==> config.mk <==
export PLATFORM = sky130hd
export DESIGN_NAME = barramento_controlador
export DESIGN_NICKNAME = d
export VERILOG_FILES = /design/src/rtl/barramento_pkg.sv /design/src/rtl/fila_comandos.sv /design/src/rtl/barramento_controlador.sv
export SDC_FILE = /design/constraint.sdc
export NUM_CORES = 1
export LEC_CHECK = 0
export ABC_AREA = 1
export ABC_CLOCK_PERIOD_IN_PS = 2510
export CAP_MARGIN = 20
export CORE_UTILIZATION = 55
export CTS_CLUSTER_SIZE = 16
export DETAILED_ROUTE_END_ITERATION = 8
export PLACE_DENSITY = 0.86
export RECOVER_POWER = 100
export SLEW_MARGIN = 10
export SYNTH_ARGS = -nofsm -noshare
export SYNTH_HDL_FRONTEND = slang
export SYNTH_HIERARCHICAL = 1
export SYNTH_SLANG_ARGS = --single-unit
==> constraint.sdc <==
create_clock -name clk -period 2.51 [get_ports clk]
set_input_delay 0.753 -clock clk [delete_from_list [all_inputs] [get_ports clk]]
set_output_delay 0.753 -clock clk [all_outputs]
set_load 0.005 [all_outputs]
==> src/rtl/barramento_pkg.sv <==
// Shared types for the barramento bus sequencer: port-count defaults, FSM states, and the
// queued transfer command.
package barramento_pkg;

    localparam int unsigned N_PORTS_DEF = 6;
    localparam int unsigned IDX_W_DEF   = 3;

    typedef enum logic [1:0] {
        StIdle,
        StDrive,
        StLoad,
        StTurn
    } state_e;

    typedef struct packed {
        logic [IDX_W_DEF-1:0] src;
        logic [IDX_W_DEF-1:0] dst;
    } cmd_t;

    // Indices at or beyond the port count shift out and yield an all-zero vector.
    function automatic logic [N_PORTS_DEF-1:0] onehot(input logic [IDX_W_DEF-1:0] idx);
        onehot = {{(N_PORTS_DEF - 1){1'b0}}, 1'b1} << idx;
    endfunction

endpackage

==> src/rtl/fila_comandos.sv <==
// Show-ahead synchronous command FIFO. The pointers carry one extra wrap bit so that full and
// empty can be told apart when the indices match.
module fila_comandos #(
    parameter int unsigned Width = 6,
    parameter int unsigned Depth = 4
) (
    input  logic             clk_i,
    input  logic             rst_i,
    input  logic             push_i,
    input  logic [Width-1:0] din_i,
    input  logic             pop_i,
    output logic [Width-1:0] dout_o,
    output logic             full_o,
    output logic             empty_o
);

    localparam int unsigned PtrW = $clog2(Depth);

    if ((Depth < 2) || ((Depth & (Depth - 1)) != 0)) begin : g_bad_depth
        $error("fila_comandos: Depth must be a power of two and at least 2");
    end

    logic [Width-1:0] mem_q [Depth];
    logic [PtrW:0]    wr_ptr_q, wr_ptr_d;
    logic [PtrW:0]    rd_ptr_q, rd_ptr_d;
    logic             do_push, do_pop;

    assign full_o  = (wr_ptr_q[PtrW] != rd_ptr_q[PtrW]) &&
                     (wr_ptr_q[PtrW-1:0] == rd_ptr_q[PtrW-1:0]);
    assign empty_o = (wr_ptr_q == rd_ptr_q);
    assign dout_o  = mem_q[rd_ptr_q[PtrW-1:0]];

    assign do_push = push_i & ~full_o;
    assign do_pop  = pop_i & ~empty_o;

    always_comb begin
        wr_ptr_d = wr_ptr_q;
        rd_ptr_d = rd_ptr_q;
        if (do_push) begin
            wr_ptr_d = wr_ptr_q + 1'b1;
        end
        if (do_pop) begin
            rd_ptr_d = rd_ptr_q + 1'b1;
        end
    end

    always_ff @(posedge clk_i) begin
        if (rst_i) begin
            wr_ptr_q <= '0;
            rd_ptr_q <= '0;
        end else begin
            wr_ptr_q <= wr_ptr_d;
            rd_ptr_q <= rd_ptr_d;
        end
    end

    // Storage needs no reset; emptiness is tracked by the pointers alone.
    always_ff @(posedge clk_i) begin
        if (do_push) begin
            mem_q[wr_ptr_q[PtrW-1:0]] <= din_i;
        end
    end

endmodule

==> src/rtl/barramento_controlador.sv <==
// Sequences queued source->destination transfers on the shared tristate bus as
// DRIVE, LOAD, TURN steps, with TURN as the dead cycle between bus drivers.
module barramento_controlador
    import barramento_pkg::*;
#(
    parameter int unsigned N_PORTS    = N_PORTS_DEF,
    parameter int unsigned IDX_W      = IDX_W_DEF,
    parameter int unsigned FIFO_DEPTH = 4
) (
    input  logic               clk,
    input  logic               rst,
    input  logic               req_valid,
    output logic               req_ready,
    input  logic [IDX_W-1:0]   req_src,
    input  logic [IDX_W-1:0]   req_dst,
    output logic [N_PORTS-1:0] ctrl,
    output logic [N_PORTS-1:0] load,
    output logic               busy,
    output logic               done,
    output logic               err
);

    // cmd_t and onehot() are sized by the package, so the port geometry must match it.
    if ((N_PORTS != N_PORTS_DEF) || (IDX_W != IDX_W_DEF)) begin : g_bad_cfg
        $error("barramento_controlador: N_PORTS/IDX_W must match barramento_pkg");
    end

    state_e             state_q, state_d;
    cmd_t               cmd_q, cmd_d;
    cmd_t               req_cmd, fifo_dout;
    logic [N_PORTS-1:0] ctrl_q, ctrl_d;
    logic [N_PORTS-1:0] load_q, load_d;
    logic               done_q, done_d;
    logic               err_q, err_d;
    logic               fifo_full, fifo_empty, fifo_pop, fifo_push;
    logic               cmd_ok, accept;

    assign req_cmd   = {req_src, req_dst};
    assign req_ready = ~fifo_full;
    assign accept    = req_valid & req_ready;
    assign cmd_ok    = (req_src != req_dst) && (32'(req_src) < N_PORTS) &&
                       (32'(req_dst) < N_PORTS);
    // Rejected commands are still consumed by the handshake, just never queued.
    assign fifo_push = accept & cmd_ok;

    fila_comandos #(
        .Width ($bits(cmd_t)),
        .Depth (FIFO_DEPTH)
    ) u_fila (
        .clk_i   (clk),
        .rst_i   (rst),
        .push_i  (fifo_push),
        .din_i   (req_cmd),
        .pop_i   (fifo_pop),
        .dout_o  (fifo_dout),
        .full_o  (fifo_full),
        .empty_o (fifo_empty)
    );

    always_comb begin
        state_d  = state_q;
        cmd_d    = cmd_q;
        fifo_pop = 1'b0;
        unique case (state_q)
            StIdle, StTurn: begin
                if (!fifo_empty) begin
                    fifo_pop = 1'b1;
                    cmd_d    = fifo_dout;
                    state_d  = StDrive;
                end else begin
                    state_d = StIdle;
                end
            end
            StDrive: state_d = StLoad;
            StLoad:  state_d = StTurn;
            default: state_d = StIdle;
        endcase

        // Outputs are decoded from the next state so they leave the flops glitch-free.
        ctrl_d = '0;
        load_d = '0;
        unique case (state_d)
            StDrive: ctrl_d = onehot(cmd_d.src);
            StLoad: begin
                ctrl_d = onehot(cmd_d.src);
                load_d = onehot(cmd_d.dst);
            end
            default: ;
        endcase
        done_d = (state_d == StTurn);
        err_d  = accept & ~cmd_ok;
    end

    always_ff @(posedge clk) begin
        if (rst) begin
            state_q <= StIdle;
            cmd_q   <= '0;
            ctrl_q  <= '0;
            load_q  <= '0;
            done_q  <= 1'b0;
            err_q   <= 1'b0;
        end else begin
            state_q <= state_d;
            cmd_q   <= cmd_d;
            ctrl_q  <= ctrl_d;
            load_q  <= load_d;
            done_q  <= done_d;
            err_q   <= err_d;
        end
    end

    assign ctrl = ctrl_q;
    assign load = load_q;
    assign done = done_q;
    assign err  = err_q;
    assign busy = (state_q != StIdle) | ~fifo_empty;

endmodule

==> Word-level counts from Yosys, hierarchy flattened <==
Memory sizes are Yosys's and may differ from the RTL's. A register that Yosys moved wholly into a read port is not among the register bits.
Index checks and enable logic that the tools add are counted.
{ "word_totals": {"regBits": 28, "word_cells": 56, "mem_count": 1, "inputBits": 9, "out_inout_bits": 16, "ramBits": 24} }
{ "memory_table": {"columns": ["memory", "words", "width", "read_ports", "rd_clocked_by_memory_dff", "wr", "line", "text"], "rows": [
  ["u_fila.mem_q", 4, 6, 1, 1, 1, "fila_comandos.sv:23", "logic [Width-1:0] mem_q [Depth];"]
]} }
{ "classes": {"bitwise": 11, "add_sub_neg": 2, "shifts": 2, "n_reduce_logical": 9, "mux": 10, "n_lt_le_gt_ge": 2, "n_eq_ne": 10} }
{ "ops": {"columns": ["cell", "n"], "rows": [
  ["6-bit two-way mux", 2],
  ["1-bit by 3-bit << shifter with 6-bit output, first input constant", 2],
  ["2-bit equality test, second input constant", 4],
  ["2-bit OR reduction", 4],
  ["3-bit by 1-bit adder with 3-bit output, second input constant", 2],
  ["3-bit less-than comparator, second input constant", 2],
  ["2-bit one-hot mux with 3 select lines", 1],
  ["1-bit bitwise AND", 5],
  ["1-bit two-way mux", 5],
  ["1-bit NOT", 5],
  ["2-bit by 1-bit equality test with 1-bit output, second input constant", 2],
  ["2-bit two-way mux", 2],
  ["3-bit equality test", 1],
  ["1-bit logical AND", 3],
  ["3-bit != test", 1],
  ["2-bit equality test", 1],
  ["2-bit zero test", 1],
  ["2-bit nonzero test", 1],
  ["1-bit != test", 1],
  ["1-bit bitwise OR", 1]
]} }

==> Logic depth before layout (Yosys ltp) <==
{ "depth": {"ltp_word": 8, "mapped_depth": 13, "ltp_nobuf": 13} }

==> By module <==
Netlist, hierarchy kept.
{ "modules_own_cells": {"columns": ["mod", "seq_area_each_um2", "instances", "area_per_inst_um2", "cells_each"], "rows": [
  ["fila_comandos", 880.8, 1, 1387.6, 134],
  ["barramento_controlador", 440.4, 1, 889.6, 122]
]} }

==> Worst setup path after synthesis <==
No wires, ideal clock.
{ "synth_path": {"path_kind": "input port to flip-flop", "from": "input port req_dst[2]", "to": "memory u_fila.mem_q[0][0] (enable)", "t_required_ns": 2.160, "n_path_buf": 0, "slack_ns": 0.457, "setup_ns": 0.350, "arrival_time_ns": 1.703, "cell_stages": 7, "path_cell_list": "inv_1 > nand2_1 > o21ai_0 > nand2_1 > a21oi_1 > nand2_1 > nor2_1"} }
{ "synth_via": {"elab_chain_len": 7, "word_cells_on_any_way": 8, "cone_classes": "order compare: 1; eq/ne: 1; mux: 2; bitwise: 2; reduce/logical: 2"} }
{ "synth_rtl": {"columns": ["item", "line", "text"], "rows": [
  ["start: declaration", "barramento_controlador.sv:15", "input logic [IDX_W-1:0] req_dst,"],
  ["parallel branches: the longest is 2 deep, another holds 3-bit less-than comparator", null, null],
  ["1-bit logical AND (*)", "barramento_controlador.sv:41", "assign cmd_ok = (req_src != req_dst) && (32'(req_src) < N_PORTS) &&"],
  ["1-bit bitwise AND (*)", "barramento_controlador.sv:44", "assign fifo_push = accept & cmd_ok;"],
  ["via fifo_push", "barramento_controlador.sv:35", "logic fifo_full, fifo_empty, fifo_pop, fifo_push;"],
  ["1-bit bitwise AND (*)", "fila_comandos.sv:33", "assign do_push = push_i & ~full_o;"],
  ["1-bit two-way mux (*)", "fila_comandos.sv:59", "if (do_push) begin"],
  ["1-bit two-way mux (not written as such) (*)", "fila_comandos.sv:60", "mem_q[wr_ptr_q[PtrW-1:0]] <= din_i;"],
  ["end: declaration", "fila_comandos.sv:23", null]
]} }
Mark *: on every way through the listed nets, which the timed path passes.

==> Final worst setup path <==
{ "layout_path": {"from": "input port req_src[1]", "to": "memory u_fila.mem_q[1][5] (enable)"} }
{ "layout_via": {"elab_chain_len": 7, "word_cells_on_any_way": 8, "cone_classes": "order compare: 1; eq/ne: 1; mux: 2; bitwise: 2; reduce/logical: 2"} }
{ "layout_rtl": {"columns": ["item", "line", "text"], "rows": [
  ["start: declaration", "barramento_controlador.sv:14", "input logic [IDX_W-1:0] req_src,"],
  ["3-bit less-than comparator or 3-bit != test (tied branches)", "barramento_controlador.sv:41", null],
  ["1-bit logical AND (*) (2 in a row)", "barramento_controlador.sv:41", null],
  ["1-bit bitwise AND (*)", "barramento_controlador.sv:44", null],
  ["via fifo_push", "barramento_controlador.sv:35", null],
  ["1-bit bitwise AND (*)", "fila_comandos.sv:33", null],
  ["1-bit two-way mux (*)", "fila_comandos.sv:59", null],
  ["1-bit two-way mux (not written as such) (*)", "fila_comandos.sv:60", null]
]} }
Mark *: on every way through the listed nets, which the timed path passes. The rest lies on a longest branch.

==> impl_metrics.tcl <==
set metrics [dict create \
    crit_buf_inv 3 \
    whs_ps 530 \
    die_x_um 66.3 \
    cts_tree "built" \
    hold_class "reg -> reg" \
    power_mw 2.75 \
    power.internal_mw 1.70 \
    worst_pin_slew_ps 459 \
    overflow 0 \
    fin_crit_sh_pct 95.7 \
    timing.rr.start "u_fila/wr_ptr_q[0]$_SDFFE_PP0P_" \
    nets 318 \
    io_buffers 24 \
    p_sw_share_pct 38.2 \
    stdcell_count 353 \
    wire_per_inst_um 11.3 \
    worst_path_most_repeated_cell "nand2_1" \
    synth.top_cell.area_share_pct 31.6 \
    syn2layout_area_growth_pct 20.5 \
    p_per_area_nw_per_um2 1000 \
    worstHoldStart "u_fila/wr_ptr_q[2]$_SDFFE_PP0P_" \
    holdBufCountCts 0 \
    synth_area_per_cell_um2 8.90 \
    synth-main-ff-cell "dfxtp_1" \
    pwr-share-clk_pct 16.3 \
    async_flop_share_pct 0 \
    power.leakage_nw 1.22 \
    slew_viol_final 0 \
    path_depth 9 \
    final_cell_area_um2 2740 \
    max_freq_ghz 0.416 \
    diodes 0 \
    dr.pass1.iters 4 \
    maxCapViolations 0 \
    cts_buffers 5 \
    drt_iter0_drc 115 \
    cp_slowest_cell "dlygate4sd3_1" \
    r2r_slack_ps 550 \
    status "finished, final reports clean" \
    initial_core_util_pct 56.9 \
    switching_power_mw 1.05 \
    yosysUniqueCellTypes 22 \
    synth_warnings 6 \
    ant_nets 0 \
    fin_skew_ps 5.80 \
    placementRows 23 \
    path_class "in -> reg" \
    track_usage_pct 20.6 \
    path_delay_family "buffers and inverters" \
    ir_worst_vdd_mv 0.505 \
    place_congestion 0.759 \
    hold_violations 0 \
    pwr-share-seq_pct 42.9 \
    fin_crit_ps 2400 \
    clkLatencyLatePin_ps 300 \
    clock_path_buffers 2 \
    core_um2 4000 \
    wirelength_mm 3.99 \
    rr_endpoint "u_fila/mem_q[1][5]$_DFFE_PP_" \
    synth_common_cells "nand2_1, nor2_1, inv_1" \
    end_kind "flip-flop" \
    antenna_found_initial 0 \
    cts.clk_slew.worst_paths_ps 90 \
    synthCells 256 \
    synth.cell_area_um2 2280 \
    setup_viol 0 \
    ys_seq_elements 54 \
    max_stage_delay_ps 600 \
    yosys.area.top_type "edfxtp_1" \
    drc 0 \
    cp.required_ps 2520 \
    cp_cell_sequence "dlygate4sd3_1 > inv_1 > nand2_1 > o21ai_0 > nand2_1 > a21oi_1 > nand2_1 > nor2_1 > clkbuf_2" \
    yosysMostFrequentCell "nand2_1" \
    synth_edf_count 24 \
    grt_pass1_vias 1550 \
    syn_nets 272 \
    io_pins 25 \
    cp_max_fo 6 \
    grt_max_degree 16 \
    drive_above_1_share_pct 10.9 \
    cp.arrival_ps 2410 \
    synthTopCellsByArea "edfxtp_1, dfxtp_1, nand2_1, nor2_1, inv_1" \
    place_area_um2 2650 \
    slew_headroom_pct 69.4 \
    hold_path_depth 2 \
    utilization_pct 68.6 \
    grt_pass1_wl_mm 6.58 \
    seq_area_frac_synth_pct 58.0 \
    dp_cells 338 \
    worstSetupStartpointType "input port" \
    die_area_um2 4400 \
    clock-root-buffer "clkbuf_8" \
    reg2regPathDepth 11 \
    worstHoldEndpoint "u_fila/wr_ptr_q[2]$_SDFFE_PP0P_" \
    combPwrFrac_pct 40.8 \
    viasPerCell 4.92 \
    htreeDepth 2 \
    clock-sinks 54 \
    hpwl_mm 2.87 \
    vias 1737 \
    die_y_um 66.3 \
]
state kept, by name, indices dropped and copies added, names as in the netlist, named ones only:
signal and flops:
cmd_q 6, ctrl 6, done 1, err 1, load 6, state_q 2
u_fila/mem_q 24, u_fila/rd_ptr_q 3, u_fila/wr_ptr_q 3
power by group through the flow:
stage / sequential (mW) / combinational, mW / clock [mW]
floorplan: 1.17 / 0.864 / 0
global placement: 1.19 / 1.12 / 0
detailed placement: 1.20 / 1.15 / 0
CTS: 1.18 / 1.16 / 0.458
global route: 1.21 / 1.29 / 0.501
finish: 1.18 / 1.12 / 0.447
repair_timing:
| action | 4_1_cts | 5_1_grt |
|---|---|---|
| resized for setup | 2 | 10 |
| setup endpoints to repair | 2 | 2 |
| setup buffers | 0 | 7 |
| pin swaps | 0 | 2 |
worst min-delay path: cells and delay by family (launching register included):
family	cells	cell delay (ps)
flip-flops	1	360
AO/OA/AOI/OAI	1	50
AND/OR/NAND/NOR	1	90
cells in the final DEF (no fill, tap or decap), types with 2 or more instances in the layout:
cell and instances:
nand2_2 3, clkdlybuf4s50_1 2, clkbuf_8 5, o22ai_1 6, dfxtp_4 2, nor2_1 48
inv_1 37, o21ai_0 20, clkbuf_1 8, nand3_4 2, edfxtp_1 24, clkbuf_2 3
nand2_1 50, dfxtp_2 4, ha_1 7, dfxtp_1 24, nand3_1 11, a21oi_1 8
dlygate4sd3_1 21, buf_4 8
worst max-delay path by stage:
stage | startpoint | endpoint
floorplan | req_dst[2] | u_fila/mem_q[0][0]$_DFFE_PP_
global placement | req_dst[0] | u_fila/mem_q[3][0]$_DFFE_PP_
detailed placement | req_src[1] | u_fila/mem_q[0][4]$_DFFE_PP_
CTS | u_fila/wr_ptr_q[0]$_SDFFE_PP0P_ | busy
global route | u_fila/wr_ptr_q[0]$_SDFFE_PP0P_ | busy
finish | req_src[1] | u_fila/mem_q[1][5]$_DFFE_PP_
final cells by class:
type	instances	area [µm²]
Clock buffer	6	72.6
Tap cell	50	62.6
Clock inverter	2	8.76
Fill cell	298	1260
Timing Repair Buffer	43	352
Inverter	39	149
Multi-Input combinational cell	159	766
Sequential cell	54	1330
cells by family after synthesis:
logic type	count (synthesis)	synth area share, %
buffers and inverters	43	7.53
AO/OA/AOI/OAI	34	8.30
AND/OR/NAND/NOR	118	22.3
flip-flops	54	58.0
adder cells (fa/ha/maj)	7	3.85
per-layer routing:
layer | routed length (µm) | up-vias | GRT usage (%)
met3 | 170 | 7 | 5.17
met4 | 54 | 0 | 8.78
met2 | 2050 | 36 | 36.7
met1 | 1710 | 787 | 23.0
li1 | - | 907 | -
met5 | 0 | - | 0
metrics by stage:
stage,setup TNS [ps],worst slack (ps)
after detailed placement,0,53.9
after global routing,-0.377,-0.377
after CTS,0,3.39
final,0,109
after floorplan,0,457
after global placement,0,87.4
Power figures use the tool's default switching activity.
